## config.mk

```make
export PLATFORM = sky130hd
export DESIGN_NAME = fetch_ctrl
export DESIGN_NICKNAME = d
export VERILOG_FILES = /design/src/rtl/lc3b_types.sv /design/src/rtl/fetch_queue.sv /design/src/rtl/fetch_ctrl.sv
export SDC_FILE = /design/constraint.sdc
export NUM_CORES = 1
export LEC_CHECK = 0
export BUFFER_PORTS_ARGS = -buffer_cell sky130_fd_sc_hd__buf_4
export CORE_ASPECT_RATIO = 0.7
export CORE_MARGIN = 3
export CORE_UTILIZATION = 36
export CTS_BUF_LIST = sky130_fd_sc_hd__clkbuf_4
export CTS_CLUSTER_DIAMETER = 30
export DETAILED_ROUTE_END_ITERATION = 10
export PLACE_DENSITY = 0.61
export SLEW_MARGIN = 10
export SYNTH_ARGS = -nofsm -noshare
export SYNTH_HDL_FRONTEND = slang
export SYNTH_SLANG_ARGS = --single-unit
```

## constraint.sdc

```tcl
create_clock -name clk -period 3.3 [get_ports clk]
set_clock_uncertainty 0.1 [all_clocks]
set_input_delay 0.66 -clock clk [delete_from_list [all_inputs] [get_ports clk]]
set_output_delay 0.66 -clock clk [all_outputs]
set_load 0.01 [all_outputs]
```

## src/rtl/lc3b_types.sv

```systemverilog
`default_nettype none
// ============================================================================
// lc3b_types : shared widths, word/mask types and fetch FSM state encoding.
// Revision   : 1.0
// ============================================================================
package lc3b_types;

    localparam int LC3B_ADDR_WIDTH = 16;
    localparam int LC3B_DATA_WIDTH = 16;

    typedef logic [LC3B_DATA_WIDTH-1:0]   lc3b_word;
    typedef logic [LC3B_DATA_WIDTH/8-1:0] lc3b_mem_wmask;

    typedef enum logic [1:0] {
        S_IDLE  = 2'd0,
        S_REQ   = 2'd1,
        S_DRAIN = 2'd2
    } fetch_state_t;

    // Counter width that never collapses to zero bits.
    function automatic int clog2_min1(input int value);
        int w;
        w = $clog2(value);
        return (w < 1) ? 1 : w;
    endfunction

endpackage
`default_nettype wire

```

## src/rtl/fetch_queue.sv

```systemverilog
`default_nettype none
// ============================================================================
// fetch_queue : power-of-two prefetch FIFO with flush; head is the oldest entry.
// Revision    : 1.0
// ============================================================================
module fetch_queue #(
    parameter int DEPTH = 4,
    parameter int WIDTH = 32
) (
    input  logic                       clk,
    input  logic                       rst_n,
    input  logic                       push,
    input  logic [WIDTH-1:0]           push_data,
    input  logic                       pop,
    input  logic                       flush,
    output logic [$clog2(DEPTH):0]     count,
    output logic [WIDTH-1:0]           head
);

    localparam int PW = $clog2(DEPTH);
    localparam int CW = PW + 1;

    logic [WIDTH-1:0] mem_q [DEPTH];
    logic [WIDTH-1:0] mem_d [DEPTH];
    logic [PW-1:0]    rd_ptr_q, rd_ptr_d;
    logic [PW-1:0]    wr_ptr_q, wr_ptr_d;
    logic [CW-1:0]    count_q, count_d;

    always_comb begin
        mem_d    = mem_q;
        rd_ptr_d = rd_ptr_q;
        wr_ptr_d = wr_ptr_q;
        count_d  = count_q;
        if (flush) begin
            rd_ptr_d = '0;
            wr_ptr_d = '0;
            count_d  = '0;
        end else begin
            if (push) begin
                mem_d[wr_ptr_q] = push_data;
                wr_ptr_d        = wr_ptr_q + PW'(1);
            end
            if (pop) begin
                rd_ptr_d = rd_ptr_q + PW'(1);
            end
            count_d = count_q + CW'(push) - CW'(pop);
        end
    end

    always_ff @(posedge clk) begin
        if (!rst_n) begin
            rd_ptr_q <= '0;
            wr_ptr_q <= '0;
            count_q  <= '0;
        end else begin
            rd_ptr_q <= rd_ptr_d;
            wr_ptr_q <= wr_ptr_d;
            count_q  <= count_d;
        end
    end

    // Payload storage needs no reset; validity is tracked by count_q.
    always_ff @(posedge clk) begin
        mem_q <= mem_d;
    end

    assign count = count_q;
    assign head  = mem_q[rd_ptr_q];

endmodule
`default_nettype wire

```

## src/rtl/fetch_ctrl.sv

```systemverilog
`default_nettype none
// ============================================================================
// fetch_ctrl : instruction fetch FSM feeding a prefetch queue, with redirect.
//              Optional memory watchdog enabled by macro FETCH_TIMEOUT_EN.
// Revision   : 1.0
// ============================================================================
module fetch_ctrl
    import lc3b_types::*;
#(
    parameter int                    ADDR_WIDTH = LC3B_ADDR_WIDTH,
    parameter int                    DATA_WIDTH = LC3B_DATA_WIDTH,
    parameter int                    DEPTH      = 4,
    parameter logic [ADDR_WIDTH-1:0] RESET_PC   = '0,
    parameter int                    TIMEOUT    = 255
) (
    input  logic                    clk,
    input  logic                    rst_n,
    input  logic                    redirect,
    input  logic [ADDR_WIDTH-1:0]   redirect_pc,
    output logic [ADDR_WIDTH-1:0]   mem_address,
    output logic                    mem_read,
    output logic [DATA_WIDTH/8-1:0] mem_byte_enable,
    input  logic                    mem_resp,
    input  logic [DATA_WIDTH-1:0]   mem_rdata,
    output logic                    inst_valid,
    output logic [DATA_WIDTH-1:0]   inst,
    output logic [ADDR_WIDTH-1:0]   inst_pc,
    input  logic                    inst_ready,
    output logic                    mem_timeout
);

    localparam int            BYTES    = DATA_WIDTH / 8;
    localparam int            CW       = $clog2(DEPTH) + 1;
    localparam int            QW       = DATA_WIDTH + ADDR_WIDTH;
    localparam logic [CW-1:0] DEPTH_C  = CW'(DEPTH);
    localparam logic [CW-1:0] DEPTH_M1 = CW'(DEPTH - 1);

    fetch_state_t            state_q, state_d;
    logic [ADDR_WIDTH-1:0]   fetch_pc_q, fetch_pc_d;
    logic [ADDR_WIDTH-1:0]   mem_addr_q, mem_addr_d;
    logic                    mem_read_q, mem_read_d;

    logic                    q_push;
    logic                    q_pop;
    logic                    q_flush;
    logic [CW-1:0]           q_count;
    logic [QW-1:0]           q_head;

    assign inst_valid = (q_count != '0);

    always_comb begin
        state_d    = state_q;
        fetch_pc_d = fetch_pc_q;
        q_push     = 1'b0;
        q_flush    = redirect;
        q_pop      = inst_valid && inst_ready && !redirect;
        unique case (state_q)
            S_IDLE: begin
                if (redirect) begin
                    fetch_pc_d = redirect_pc;
                    state_d    = S_REQ;
                end else if (q_count < DEPTH_C) begin
                    state_d = S_REQ;
                end
            end
            S_REQ: begin
                if (redirect) begin
                    fetch_pc_d = redirect_pc;
                    state_d    = mem_resp ? S_REQ : S_DRAIN;
                end else if (mem_resp) begin
                    q_push     = 1'b1;
                    fetch_pc_d = fetch_pc_q + ADDR_WIDTH'(BYTES);
                    state_d    = (q_count == DEPTH_M1 && !q_pop) ? S_IDLE : S_REQ;
                end
            end
            S_DRAIN: begin
                if (redirect) begin
                    fetch_pc_d = redirect_pc;
                end
                if (mem_resp) begin
                    state_d = S_REQ;
                end
            end
            default: state_d = S_REQ;
        endcase
        mem_read_d = (state_d != S_IDLE);
        // DRAIN keeps presenting the abandoned address until its response lands.
        mem_addr_d = (state_d == S_REQ) ? fetch_pc_d : mem_addr_q;
    end

    always_ff @(posedge clk) begin
        if (!rst_n) begin
            state_q    <= S_REQ;
            fetch_pc_q <= RESET_PC;
            mem_addr_q <= RESET_PC;
            mem_read_q <= 1'b1;
        end else begin
            state_q    <= state_d;
            fetch_pc_q <= fetch_pc_d;
            mem_addr_q <= mem_addr_d;
            mem_read_q <= mem_read_d;
        end
    end

    fetch_queue #(
        .DEPTH (DEPTH),
        .WIDTH (QW)
    ) u_queue (
        .clk       (clk),
        .rst_n     (rst_n),
        .push      (q_push),
        .push_data ({mem_rdata, mem_addr_q}),
        .pop       (q_pop),
        .flush     (q_flush),
        .count     (q_count),
        .head      (q_head)
    );

    assign mem_address = mem_addr_q;
    assign mem_read    = mem_read_q;
    assign inst_pc     = q_head[ADDR_WIDTH-1:0];

    generate
        if (DATA_WIDTH == LC3B_DATA_WIDTH) begin : g_lc3b_word
            lc3b_word      inst_w;
            lc3b_mem_wmask wmask_w;
            assign inst_w          = q_head[QW-1:ADDR_WIDTH];
            assign wmask_w         = mem_read_q ? '1 : '0;
            assign inst            = inst_w;
            assign mem_byte_enable = wmask_w;
        end else begin : g_generic_word
            assign inst            = q_head[QW-1:ADDR_WIDTH];
            assign mem_byte_enable = mem_read_q ? '1 : '0;
        end
    endgenerate

`ifdef FETCH_TIMEOUT_EN
    localparam int            WW  = clog2_min1(TIMEOUT + 1);
    localparam logic [WW-1:0] TMO = WW'(TIMEOUT);

    logic [WW-1:0] wdog_q, wdog_d;
    logic          timeout_q, timeout_d;

    always_comb begin
        wdog_d = wdog_q;
        if (mem_resp) begin
            wdog_d = '0;
        end else if (mem_read_q && wdog_q != TMO) begin
            wdog_d = wdog_q + WW'(1);
        end
        timeout_d = timeout_q | (wdog_d == TMO);
    end

    always_ff @(posedge clk) begin
        if (!rst_n) begin
            wdog_q    <= '0;
            timeout_q <= 1'b0;
        end else begin
            wdog_q    <= wdog_d;
            timeout_q <= timeout_d;
        end
    end

    assign mem_timeout = timeout_q;
`else
    assign mem_timeout = 1'b0;
`endif

endmodule
`default_nettype wire

```

## Yosys cells after proc, flatten, opt, wreduce, memory -nomap -nowiden

Index checks and enable logic that the tools add are counted.

| word-level totals | value |
|---|---|
| RAM bits | 0 |
| flip-flop bits (word level) | 170 |
| input port bits | 37 |
| memories | 0 |
| latch bits | 0 |
| ROM bits | 0 |
| output and inout port bits | 53 |

| cells by class | value |
|---|---|
| bitwise gates (word level) | 4 |
| mux-type cells | 22 |
| shifts and indexed selects | 0 |
| eq/ne operators | 4 |
| $lt $le $gt $ge | 4 |
| divide/modulo/power cells | 0 |
| reduce and logical (&&, ||, !) cells | 12 |
| add/subtract/negate cells | 5 |
| multiply operators | 0 |

Operators with widths:

| operator | number |
|---|---|
| $bwmux W128 | 1 |
| $mux W32 | 3 |
| $bmux W32 S2 | 1 |
| $demux W32 S2 | 1 |
| $mux W16 | 3 |
| $pmux W16 S2 | 1 |
| $add A16 B2 Y16 const B | 1 |
| $mux W2 | 7 |
| $ge A3 B3 Y1 const B | 2 |
| $not A2 Y3 | 2 |
| $pmux W2 S3 | 1 |
| $add A2 B1 Y2 const B | 2 |
| $eq A2 B1 Y1 const B | 2 |
| $logic_and A1 B1 Y1 | 4 |
| $mux W1 | 4 |
| $reduce_or A2 Y1 | 2 |
| $add A3 B1 Y3 | 1 |
| $eq A3 B2 Y1 const B | 1 |
| $lt A3 B1 Y1 const B | 1 |
| $lt A3 B3 Y1 const B | 1 |
| $reduce_bool A3 Y1 | 1 |
| $sub A3 B1 Y3 | 1 |
| $eq A2 B2 Y1 const B | 1 |
| $logic_not A1 Y1 | 2 |
| 4 further kinds | 5 |

## Longest topological paths before layout

Gate-level depths: netlist (run 1).

| logic depth | value |
|---|---|
| word-level depth | 10 |
| gate-level depth with buffers | 9 |
| mapped depth without buffers | 9 |

## By module

From an unflattened synthesis (run 1), not the netlist that was laid out.

| unflattened totals | value |
|---|---|
| cells, all modules | 441 |
| area, all modules | 7,019.2 µm² |

Modules (own cells, without submodules):

| module | cells an instance | seq. area each (µm²) | area each (µm²) | times used |
|---|---|---|---|---|
| fetch_queue | 207 | 3,983.8 | 5,064.9 | 1 |
| fetch_ctrl | 234 | 700.7 | 1,954.4 | 1 |

## Least setup slack after synthesis (run 1)

OpenSTA, ideal clock, no wires.

| timing path | value |
|---|---|
| path type | input to register |
| start point | input port redirect |
| end point | register u_queue.mem_q[0] (netlist bit), enable pin |
| stages on the path | 4 |
| data required time | 2.808 ns |
| setup time | 0.392 ns |
| arrival time | 2.106 ns |
| slack | 0.701 ns |
| cells stage by stage | buf_2 -> nor3b_2 -> buf_2 -> and3_1 |

| between the ends | value |
|---|---|
| longest elaborated chain between the ends | 3 |
| elaborated cells on any way between the ends | 4 |
| classes of those cells | mux (2); bitwise (1); reduce/logical (1) |

Ends and longest elaborated chain:

| item | RTL line | source |
|---|---|---|
| from (decl) | fetch_ctrl.sv:18 | `input logic redirect,` |
| $mux W1 | fetch_ctrl.sv:67 | `if (redirect) begin` |
| $mux W1 | fetch_ctrl.sv:57 | `unique case (state_q)` |
| $reduce_and A2 Y1 (no line) (*) | - |  |
| to (signal assigned) | fetch_queue.sv:64 | `mem_q <= mem_d;` |
| to (decl) | fetch_queue.sv:23 | `logic [WIDTH-1:0] mem_q [DEPTH];` |

Mark *: on every way between the ends. The rest lies on a longest branch, timed or not.
A chain may end at the register's enable or synchronous reset.

## Worst setup path after layout (run 1)

| timing path | value |
|---|---|
| start point | register u_queue.rd_ptr_q[1] |
| end point | output port inst_pc[15] |

| between the ends | value |
|---|---|
| longest elaborated chain between the ends | 4 |

Ends and longest elaborated chain:

| item | RTL line | source |
|---|---|---|
| from (decl) | fetch_queue.sv:25 | `logic [PW-1:0] rd_ptr_q, rd_ptr_d;` |
| from (signal assigned) | fetch_queue.sv:56 | `rd_ptr_q <= rd_ptr_d;` |
| $not A2 Y3 (not written as such) | fetch_queue.sv:68 | `assign head = mem_q[rd_ptr_q];` |
| $bmux W32 S2 | fetch_queue.sv:68 |  |
| $mux W32 (not written as such) (2 in a row) | fetch_queue.sv:68 |  |
| to (decl) | fetch_ctrl.sv:27 | `output logic [ADDR_WIDTH-1:0] inst_pc,` |

No other way between the ends. The select of a mux whose other input is x is not followed.

==> impl_results.md, run 1 <==
- CP max stage cell: dfxtp_2
- Nets: 591
- Cts repair resizes: 0
- FF-to-FF path depth: 9
- CTS Buf Count: 17
- Post-CTS setup buffer count: 0
- Arrival @ worst endpoint: 2.02 ns
- Startpoint type of the worst setup path: register
- Vias: 4280
- Placed insts: 791
- Hold EP: u_queue.mem_q[24]$_DFFE_PP_
- Critical path's most frequent cell: buf_4
- Max_slew headroom: 37.7%
- Drt drc: 0
- Post-synth EDFFs: 128
- Remaining Overflow, GRT: 0
- Area delta synth->final: 17.6%
- Finished Layout Cells: 824
- Hold_sp: mem_rdata[8]
- Fmax: 0.359 GHz
- Post-Syn Instances: 459
- IO buf count: 88
- Crit. Startpoint: u_queue.rd_ptr_q[1]$_SDFFE_PP0P_
- Worst slew pin tran: 0.933 ns
- Clock Tree Buf Depth: 2
- Layout cells sized above 1: 34.2%
- CTS sink cnt: 170
- Crit Path Category: reg -> out
- Post-synthesis sequential area ratio: 66.3%
- Capturing element type of the critical path: output port
- Routed WL per cell: 18.8 µm
- Share of the synthesized area in the top cell type: 54.4%
- PD cells: 477 nW/µm²
- Crit-path leading delay family: flip-flops
- Netlist Area Pre-Place: 7070 µm²
- Fin crit period: 2.78 ns
- DR pass1 iterations: 4
- Flops & latches, synth: 170
- Final HPWL DP: 10400 µm
- Most area-consuming cells after synthesis: edfxtp_1, dfxtp_1, mux4_2, nand2_1, nor2_1
- Ports: 90
- First-pass GRT wire length: 24000 µm
- Hold Path Depth: 1
- HP Class: in -> reg
- RSZ-0062 raised after global routing: no
- Leak pwr: 2.89 nW
- Total wire length: 15500 µm
- Commonest non-fill, non-tap cell in the layout: edfxtp_1
- GPL Wtd Cong: 0.852
- Crit path required time: 2.54 ns
- Vert. Die Dim: 123 µm
- Die width: 173 µm
- Max IR drop VDD: 0.189 mV
- Fin crit share: 84.3%
- Setup Viol. Count Final: 0
- Antenna violations before repair: 1
- Hold Vio Cnt, Final: 0
- Cell variety after synth: 60
- Via density: 5.19
- Top_reg_cell synth: edfxtp_1
- Mapped Nets: 504
- Max Slew Vio Count: 0
- Register area: 4690 µm²
- Area occupied by multi-input gates: 2160 µm²
- Setup TNS: 0 ns
- Core area: 19100 µm²
- Synth async-reset ratio: 0%
- CP max stage delay: 0.65 ns
- CP max FO: 16
- CP cell instances: buf_4 -> mux4_2 -> buf_4
- Routed Antenna Nets: 0
- CTS tree: yes
- Root buffer cell: clkbuf_4
- Ys Warns: 0
- Number of global-route vias before repair: 4272
- Reg-to-Reg End: u_queue.count[2]$_SDFF_PP0_
- Commonest non-fill, non-tap cells in the layout: edfxtp_1, buf_4, dfxtp_1
- H-tree depth: 4
- Worst R2R Setup Slack: 0.83 ns
- Largest area contributor in the netlist: edfxtp_1
- R2r startpoint: u_queue.count[1]$_SDFF_PP0_
- Status: completed
- Post-Syn Area per Cell: 15.4 µm²
- Worst skew pair latency: 0.55 ns
- CP Buf/Inv Count: 2
- # Max-Cap Violations: 0
- Starting Density: 37.0%
- Total track usage: 14.9%
- Largest net degree at the start of global routing: 34
- # rows: 42
- Clk slew on worst S/H paths: 0.16 ns
- Die area: 21400 µm²
- # fillers: 1702
- Initial drt markers: 335
- Cts hold-fix bufs: 0
-- per-layer routing --
metal / part of all wire [%] / global-route usage (%) / vias to the layer above
li1: - / - / 1962
met4: 1.1 / 4.91 / 0
met5: 0 / 0 / -
met2: 47 / 23.3 / 140
met1: 46 / 20.3 / 2166
met3: 6.0 / 3.96 / 12
-- sequential cells by signal, indices dropped and copies added, names as in the netlist --
signal            cells
u_queue.mem_q       128
fetch_pc_q           16
state_q               2
mem_address          16
u_queue.wr_ptr_q      2
u_queue.rd_ptr_q      2
u_queue.count         3
mem_read              1
-- cell families after synthesis --
| kind of cell | after synthesis | share of synthesized area [%] |
|---|---|---|
| muxes | 44 | 12.0 |
| AOI/OAI and AO/OA | 67 | 6.98 |
| buffers and inverters | 48 | 3.22 |
| and+or+nand+nor | 113 | 8.96 |
| DFF | 170 | 66.3 |
| other | 1 | 0.0531 |
| xor gates and xnor gates | 8 | 0.992 |
| adders and majority gates | 8 | 1.52 |
-- power breakdown --
group | total, mW | switching [mW] | internal (mW)
clock | 1.15 | 0.806 | 0.344
sequential | 2.45 | 0.0799 | 2.37
combinational | 0.358 | 0.181 | 0.177
-- area by class of cell --
type	count	area share (%)
Clock buffer	17	1.54
Clock inverter	15	1.75
Timing Repair Buffer	102	9.67
Antenna cell	1	0.0301
Tap cell	264	3.98
Sequential cell	170	56.4
Inverter	14	0.633
Multi-Input combinational cell	241	26.0
-- cells in the mapped netlist, types with 4 or more instances --
| master | n |
|---|---|
| nand2b_1 | 4 |
| a311oi_1 | 6 |
| dfxtp_1 | 42 |
| o22ai_1 | 6 |
| mux2i_1 | 8 |
| mux4_2 | 32 |
| mux2_2 | 4 |
| buf_4 | 4 |
| xnor2_1 | 5 |
| clkbuf_1 | 13 |
| buf_2 | 13 |
| o21ai_0 | 5 |
| nand3_1 | 12 |
| a21oi_1 | 12 |
| ha_1 | 7 |
| inv_1 | 14 |
| nand2_1 | 25 |
| o221ai_1 | 8 |
| and2_1 | 5 |
| edfxtp_1 | 128 |
| nor2_1 | 24 |
| o21ai_1 | 5 |
| and3_1 | 11 |
| nand4_1 | 8 |
-- worst max-delay path by stage --
stage | slack [ns] | end | cells past startpoint
CTS | 0.42 | inst_pc[15] | 3
floorplan | 0.70 | u_queue.mem_q[0]$_DFFE_PP_ | 4
global placement | 0.74 | u_queue.count[2]$_SDFF_PP0_ | 9
finish | 0.52 | inst_pc[15] | 3
global route | 0.37 | inst_pc[4] | 3
detailed placement | 0.71 | mem_address[11]$_SDFFE_PN0N_ | 8
-- through the flow --
| step | utilization [%] | total power [mW] | area, µm² | hold WS, ns | setup WS [ns] |
|---|---|---|---|---|---|
| 2_1_floorplan | - | 2.68 | 7070 | 0.361 | 0.701 |
| 3_3_place_gp | 42.1 | 2.85 | 8030 | 0.384 | 0.744 |
| 3_5_place_dp | 42.1 | 2.86 | 8030 | 0.409 | 0.714 |
| 4_1_cts | 43.5 | 4.01 | 8300 | 0.138 | 0.417 |
| 5_1_grt | 43.5 | 4.15 | 8310 | 0.126 | 0.372 |
| 6_report | 43.5 | 3.96 | 8310 | 0.194 | 0.517 |
Power figures use the tool's default switching activity.
==> run 2, diff against run 1 <==
- clock period: 3.3 -> 2.7 ns (I/O delays scaled with it)
==> run 2 against run 1 <==
  * Core utilization is 0.60 points higher
  * Final cell count rose by 0.61%
  * Routed wire length about the same
  * Count of clock-buffer cells in the layout up 2
  * Via count down 0.89%
  * Flip-flop and latch count unchanged
  * Global-route usage rose by 0.098 points
  * Sequential power up 22%
  * Cell area rose by 1.4%
  * Critical path depth is 6 higher
  * Register-to-register slack lost 0.69 ns
  * Highest routed layer unchanged
==> impl_results.md, run 2 (synthesized netlist as in run 1, its figures left out) <==
- Starting Density: 37.0% (unchanged)
- Setup Viol. Count Final: 0 (unchanged)
- Hold Path Depth: 1 (unchanged)
- Largest net degree at the start of global routing: 28 (was 34)
- DR pass1 iterations: 5 (was 4)
- PD cells: 598 nW/µm² (was 477 nW/µm²)
- Layout cells sized above 1: 34.2% (about the same)
- Initial drt markers: 353 (was 335)
- Crit Path Category: reg -> reg (was reg -> out)
- Hold Vio Cnt, Final: 0 (unchanged)
- Ports: 90 (unchanged)
- # rows: 42 (unchanged)
- Fin crit share: 94.7%
- Die area: 21400 µm² (unchanged)
- Capturing element type of the critical path: register (was output port)
- Remaining Overflow, GRT: 0 (unchanged)
- Area delta synth->final: 19.2% (was 17.6%)
- Most flops, register: u_queue.mem_q (unchanged)
- IO buf count: 88 (unchanged)
- Vias: 4242 (was 4280)
- HP Class: in -> reg (unchanged)
- Clock Tree Buf Depth: 2 (unchanged)
- Design Power: 5.03 mW (was 3.96 mW)
- Max Slew Vio Count: 0 (unchanged)
- Drt drc: 0 (unchanged)
- Max_slew headroom: 28.9% (was 37.7%)
- Die width: 173 µm (unchanged)
- Total wire length: 15400 µm (was 15500 µm)
- Met3 WL post-DR: 1030 µm (was 928 µm)
- Antenna violations before repair: 1 (unchanged)
- Max reg flops: 128 (unchanged)
- Setup TNS: 0 ns (unchanged)
- Final HPWL DP: 10600 µm (was 10400 µm)
- Fmax: 0.391 GHz
- Routed Antenna Nets: 0 (unchanged)
- Status: completed (unchanged)
- # Max-Cap Violations: 0 (unchanged)
- CP max FO: 4 (was 16)
- Worst slew pin tran: 1.07 ns (was 0.933 ns)
- Via density: 5.12 (was 5.19)
- Crit path required time: 3.03 ns (was 2.54 ns)
- GPL Wtd Cong: 0.848 (was 0.852)
- Commonest non-fill, non-tap cells in the layout: edfxtp_1, buf_4, dfxtp_1 (unchanged)
- FF-to-FF path depth: 9 (unchanged)
- Fin crit period: 2.56 ns
- Met2 WL: 7040 µm (was 7250 µm)
- Top layer in use: met4 (unchanged)
- CTS sink cnt: 170 (unchanged)
- Number of global-route vias before repair: 4309 (was 4272)
- Worst skew pair latency: 0.54 ns (was 0.55 ns)
- Routed WL per cell: 18.6 µm (was 18.8 µm)
- Core area: 19100 µm² (unchanged)
- H-tree depth: 4 (unchanged)
- Startpoint type of the worst setup path: register (unchanged)
- Total track usage: 15.0% (was 14.9%)
- CTS Buf Count: 17 (unchanged)
- Nets: 596 (was 591)
- Arrival @ worst endpoint: 2.89 ns (was 2.02 ns)
- Post-CTS setup buffer count: 0 (unchanged)
- Commonest non-fill, non-tap cell in the layout: edfxtp_1 (unchanged)
- Clk slew on worst S/H paths: 0.13 ns (was 0.16 ns)
- Worst R2R Setup Slack: 0.14 ns (was 0.83 ns)
- CTS tree: yes (unchanged)
- DRT met1 WL: 7130 µm (was 7110 µm)
- Max IR drop VDD: 0.286 mV (was 0.189 mV)
- Root buffer cell: clkbuf_4 (unchanged)
- RSZ-0062 raised after global routing: no (unchanged)
- First-pass GRT wire length: 24100 µm (was 24000 µm)
- Leak pwr: 2.94 nW (was 2.89 nW)
- Vert. Die Dim: 123 µm (unchanged)
run 2: metrics by stage:
stage,cells,util [%],area (µm²),setup WS [ns],hold WS [ns]
2_1_floorplan,459,-,7070,0.221,0.361
3_3_place_gp,796,42.4,8080,0.267,0.378
3_5_place_dp,796,42.4,8080,0.170,0.394
4_1_cts,828,44.0,8400,0.00357,0.0326
5_1_grt,829,44.1,8420,0.0175,0.0112
6_report,829,44.1,8420,0.143,0.0815
run 2: power by group:
part	switching [mW]	internal (mW)
Sequential	0.0940	2.90
Clock	0.846	0.746
Combinational	0.227	0.219
Total	1.17	3.87
run 2: area by class of cell:
cell class / instances / area (µm²)
multi-input combinational: 241 / 2160
sequential: 170 / 4690
timing repair buffer: 107 / 873
clock buffer: 19 / 143
fill: 1712 / 10700
antenna: 1 / 2.50
clock inverter: 13 / 174
tap: 264 / 330
inverter: 14 / 52.6
run 2: repair_timing:
| item | CTS | global route |
|---|---|---|
| hold buffers | 0 | 0 |
| resized for setup | 1 | 5 |
| endpoints found under the setup margin | 20 | 24 |
| gates cloned | 0 | 0 |
run 2: metal layers:
layer  up-vias  global-route usage (%)
met2       130                    22.6
met5         -                       0
met4         0                    5.26
li1       1975                       -
met3        17                    4.39
met1      2120                    20.8
run 2: worst paths after layout:
| kind | start | to |
|---|---|---|
| hold / removal | mem_rdata[3] | u_queue.mem_q[51]$_DFFE_PP_ |
| setup reg to reg | u_queue.count[1]$_SDFF_PP0_ | u_queue.count[2]$_SDFF_PP0_ |
| hold reg to reg | u_queue.wr_ptr_q[1]$_SDFFE_PP0P_ | u_queue.wr_ptr_q[1]$_SDFFE_PP0P_ |
| setup / recovery | u_queue.count[1]$_SDFF_PP0_ | u_queue.count[2]$_SDFF_PP0_ |
run 2: worst max-delay path, stage by stage (launching register included):
cell     delay, ns
dfxtp_1       0.37
or3_1         0.38
and3_1        0.25
ha_1          0.30
inv_1         0.04
ha_1          0.19
fa_1          0.38
xnor2_1       0.23
xnor2_1       0.15
nor2_1        0.05
==> run 3, diff against run 2 <==
- SYNTH_HIERARCHICAL: default -> 1
==> run 3 against run 2 <==
  * Global-route usage barely moved
  * Final cell count fell by 0.48%
  * Hold slack got worse by 0.0048 ns
  * Via count fell by 1.4%
  * Core utilization rose by 0.18 points
  * Setup slack improved by 0.0059 ns
  * Non-clock buffer count rose by 7
  * Die area fell by 0.63%
  * Routed wire length rose by 0.80%
  * Total power fell by 5.4%
  * Combinational power fell by 11%
  * Critical endpoint is now inst_pc[5]
  * Largest cell class unchanged
  * Largest power group unchanged
==> impl_results.md, run 3 <==
- Routed Antenna Nets: 0 (unchanged)
- CP max FO: 18 (was 4)
- Largest net degree at the start of global routing: 26 (was 28)
- Fmax: 0.392 GHz (was 0.391 GHz)
- Max IR drop VDD: 0.257 mV (was 0.286 mV)
- Clk slew on worst S/H paths: 0.17 ns (was 0.13 ns)
- Vias: 4181 (was 4242)
- Die width: 173 µm (about the same)
- Flops & latches, synth: 170 (unchanged)
- Leak pwr: 2.98 nW (was 2.94 nW)
- Final hold slack: 0.0767 ns (was 0.0815 ns)
- Nets: 593 (was 596)
- Post-Syn Area per Cell: 15.9 µm² (was 15.4 µm²)
- CP max stage cell: mux4_2 (was or3_1)
- Netlist Area Pre-Place: 7020 µm² (was 7070 µm²)
- Core area: 19000 µm² (was 19100 µm²)
- Mapped Nets: 486 (was 504)
- Net Switching: 1.27 mW (was 1.17 mW)
- Hold Vio Cnt, Final: 0 (unchanged)
- DR pass1 iterations: 4 (was 5)
- H-tree depth: 4 (unchanged)
- Commonest cells in the synthesized netlist: edfxtp_1, dfxtp_1, nor2_1 (was edfxtp_1, dfxtp_1, mux4_2)
- Reg-to-Reg End: u_queue/mem_q[42]$_DFFE_PP_ (was u_queue.count[2]$_SDFF_PP0_)
- Worst skew pair latency: 0.55 ns (was 0.54 ns)
- Crit Path Category: reg -> out (was reg -> reg)
- IO buf count: 88 (unchanged)
- Worst R2R Setup Slack: 0.24 ns (was 0.14 ns)
- Post-Syn Instances: 441 (was 459)
- CTS sink cnt: 170 (unchanged)
- # fillers: 1751 (was 1712)
- Share of the synthesized area in the top cell type: 54.8% (was 54.4%)
- Setup TNS: 0 ns (unchanged)
- Most flops, register: u_queue/mem_q (was u_queue.mem_q)
- Ys Warns: 6 (was 0)
- CTS tree: yes (unchanged)
- Cell variety after synth: 64 (was 60)
- Area occupied by multi-input gates: 2100 µm² (was 2160 µm²)
- R2r startpoint: state_q[1]$_SDFF_PN0_ (was u_queue.count[1]$_SDFF_PP0_)
- Remaining Overflow, GRT: 0 (unchanged)
- Commonest non-fill, non-tap cell in the layout: edfxtp_1 (unchanged)
- Die area: 21200 µm² (was 21400 µm²)
- Number of diodes: 0 (was 1)
- Setup Viol. Count Final: 0 (unchanged)
- Startpoint type of the worst setup path: register (unchanged)
- Layout cells sized above 1: 34.2% (about the same)
- CP cell instances: buf_12 -> mux4_2 -> buf_4 (was or3_1 -> and3_1 -> ha_1 -> inv_1 -> ha_1 -> fa_1 -> xnor2_1 -> xnor2_1 -> nor2_1)
- Slack of the critical path: 0.148 ns (was 0.143 ns)
- Crit. Startpoint: u_queue/rd_ptr_q[0]$_SDFFE_PP0P_ (was u_queue.count[1]$_SDFF_PP0_)
- Routed WL per cell: 18.9 µm (was 18.6 µm)
- PD cells: 565 nW/µm² (was 598 nW/µm²)
- Capturing element type of the critical path: output port (was register)
- Total track usage: 14.9% (was 15.0%)
- Number of global-route vias before repair: 4192 (was 4309)
- Arrival @ worst endpoint: 1.91 ns (was 2.89 ns)
- Max reg flops: 128 (unchanged)
- Total wire length: 15600 µm (was 15400 µm)
- Area delta synth->final: 20.1% (was 19.2%)
- Hold EP: u_queue/mem_q[48]$_DFFE_PP_ (was u_queue.mem_q[51]$_DFFE_PP_)
- Most area-consuming cells after synthesis: edfxtp_1, dfxtp_1, mux4_2, mux4_1, nor2_1 (was edfxtp_1, dfxtp_1, mux4_2, nand2_1, nor2_1)
- CP max stage delay: 0.57 ns (was 0.38 ns)
- HP Class: in -> reg (unchanged)
- Top_reg_cell synth: edfxtp_1 (unchanged)
- Antenna violations before repair: 0 (was 1)
- Max_slew headroom: 57.7% (was 28.9%)
- Ports: 90 (unchanged)
- Post-synth EDFFs: 128 (unchanged)
- Max Slew Vio Count: 0 (unchanged)
- Flop pwr share: 62.3% (was 59.5%)
- Via density: 5.07 (was 5.12)
- Switch share: 26.6% (was 23.2%)
- Register area: 4690 µm² (about the same)
- Setup slack at placement: 0.130 ns (was 0.170 ns)
- Hold Path Depth: 1 (unchanged)
- Fin crit period: 2.55 ns (was 2.56 ns)
- Final HPWL DP: 10800 µm (was 10600 µm)
- FF-to-FF path depth: 5 (was 9)
- Fin crit share: 94.5% (was 94.7%)
- Synth async-reset ratio: 0% (unchanged)
- Worst slew pin tran: 0.633 ns (was 1.07 ns)
- Most instantiated library cell after synthesis: edfxtp_1 (unchanged)
- Status: completed (unchanged)
- Logic gate share of total power: 8.4% (was 8.9%)
- Initial drt markers: 227 (was 353)
- Commonest non-fill, non-tap cells in the layout: edfxtp_1, buf_4, dfxtp_1 (unchanged)
- Starting Density: 36.9% (was 37.0%)
- First-pass GRT wire length: 24100 µm (about the same)
- Drt drc: 0 (unchanged)
- Clock Tree Buf Depth: 2 (unchanged)
- CTS Buf Count: 17 (unchanged)
- Clock share of power: 29.3% (was 31.6%)
- Root buffer cell: clkbuf_4 (unchanged)
- # rows: 42 (unchanged)
- GPL Wtd Cong: 0.869 (was 0.848)
- Crit path required time: 2.06 ns (was 3.03 ns)
- Largest area contributor in the netlist: edfxtp_1 (unchanged)
- Post-synthesis sequential area ratio: 66.7% (was 66.3%)
- Pint: 3.49 mW (was 3.87 mW)
- Vert. Die Dim: 123 µm (about the same)
- # Max-Cap Violations: 0 (unchanged)
- RSZ-0062 raised after global routing: no (unchanged)
- Hold_sp: mem_rdata[0] (was mem_rdata[3])
==> run 3: changes by cell type after synthesis, sizes merged, moves of 4 or more <==
cell    before  now
clkbuf      14    4
nor2        24   32
a311oi       6    1
and2         5    9
nor2b        1    5
nand2       27   19
and3        11    3
or3          1    6
o22a         1    5
nand3       12    8
nand4        8    3
nor3         3    9
==> run 3: repair_timing <==
action | in CTS | in global routing
hold buffers | 0 | 4
endpoints found under the setup margin | 26 | 16
gates cloned | 0 | 0
endpoints found under the hold margin | 0 | 16
setup buffers | 3 | 0
pin swaps | 0 | 0
gates resized for setup | 1 | 1
==> run 3: logic make-up (layout without fill, tap and decap cells) <==
| family | count (synthesis) | count (layout) | synth area share (%) |
|---|---|---|---|
| AOI/OAI and AO/OA | 62 | 62 | 6.51 |
| xor gates and xnor gates | 9 | 9 | 1.32 |
| adders and majority gates | 8 | 8 | 1.53 |
| buffers and inverters | 39 | 159 | 3.35 |
| DFF | 170 | 170 | 66.7 |
| muxes | 40 | 40 | 11.7 |
| other | 1 | 1 | 0.0534 |
| and+or+nand+nor | 112 | 112 | 8.77 |
==> run 3: cell type report <==
| type | count | area share (%) |
|---|---|---|
| Sequential cell | 170 | 55.6 |
| Multi-Input combinational cell | 232 | 25.0 |
| Timing Repair Buffer | 114 | 11.6 |
| Tap cell | 264 | 3.92 |
| Clock inverter | 15 | 1.78 |
| Clock buffer | 17 | 1.51 |
| Inverter | 13 | 0.579 |
==> run 3: how the worst max path moves through the flow <==
stage                             endpoint
2_1_floorplan  u_queue/count[2]$_SDFF_PP0_
5_1_grt                         inst_pc[1]
3_3_place_gp   u_queue/mem_q[21]$_DFFE_PP_
6_report                        inst_pc[5]
4_1_cts                         inst_pc[5]
3_5_place_dp   u_queue/mem_q[48]$_DFFE_PP_
==> run 3: power groups by stage <==
stage | combinational [mW] | clock, mW | sequential [mW]
after floorplan | 0.207 | 0 | 3.01
after global placement | 0.388 | 0 | 3.02
after detailed placement | 0.396 | 0 | 3.03
after CTS | 0.399 | 1.45 | 2.97
after global routing | 0.436 | 1.56 | 2.98
final | 0.399 | 1.40 | 2.97
==> run 3: routing by layer <==
layer / vias up / part of all wire, % / GRT usage [%] / routed length (µm)
li1: 1932 / - / - / -
met1: 2112 / 49 / 21.5 / 7550
met2: 122 / 45 / 22.6 / 6990
met3: 15 / 5.8 / 4.24 / 908
met4: 0 / 0.75 / 3.49 / 116
met5: - / 0 / 0 / 0
==> run 3: worst max-delay path: cells and delay by family (launching register included) <==
kind                   cells  cell delay (ns)
muxes                      1             0.57
DFF                        1             0.43
buffers and inverters      2             0.37
==> run 3: metrics by stage <==
stage / power [mW] / util (%) / area, µm² / instances
global placement: 3.41 / 42.5 / 8090 / 786
finish: 4.76 / 44.3 / 8430 / 825
CTS: 4.82 / 44.1 / 8390 / 821
floorplan: 3.21 / - / 7020 / 441
detailed placement: 3.43 / 42.5 / 8090 / 786
global route: 4.98 / 44.3 / 8430 / 825
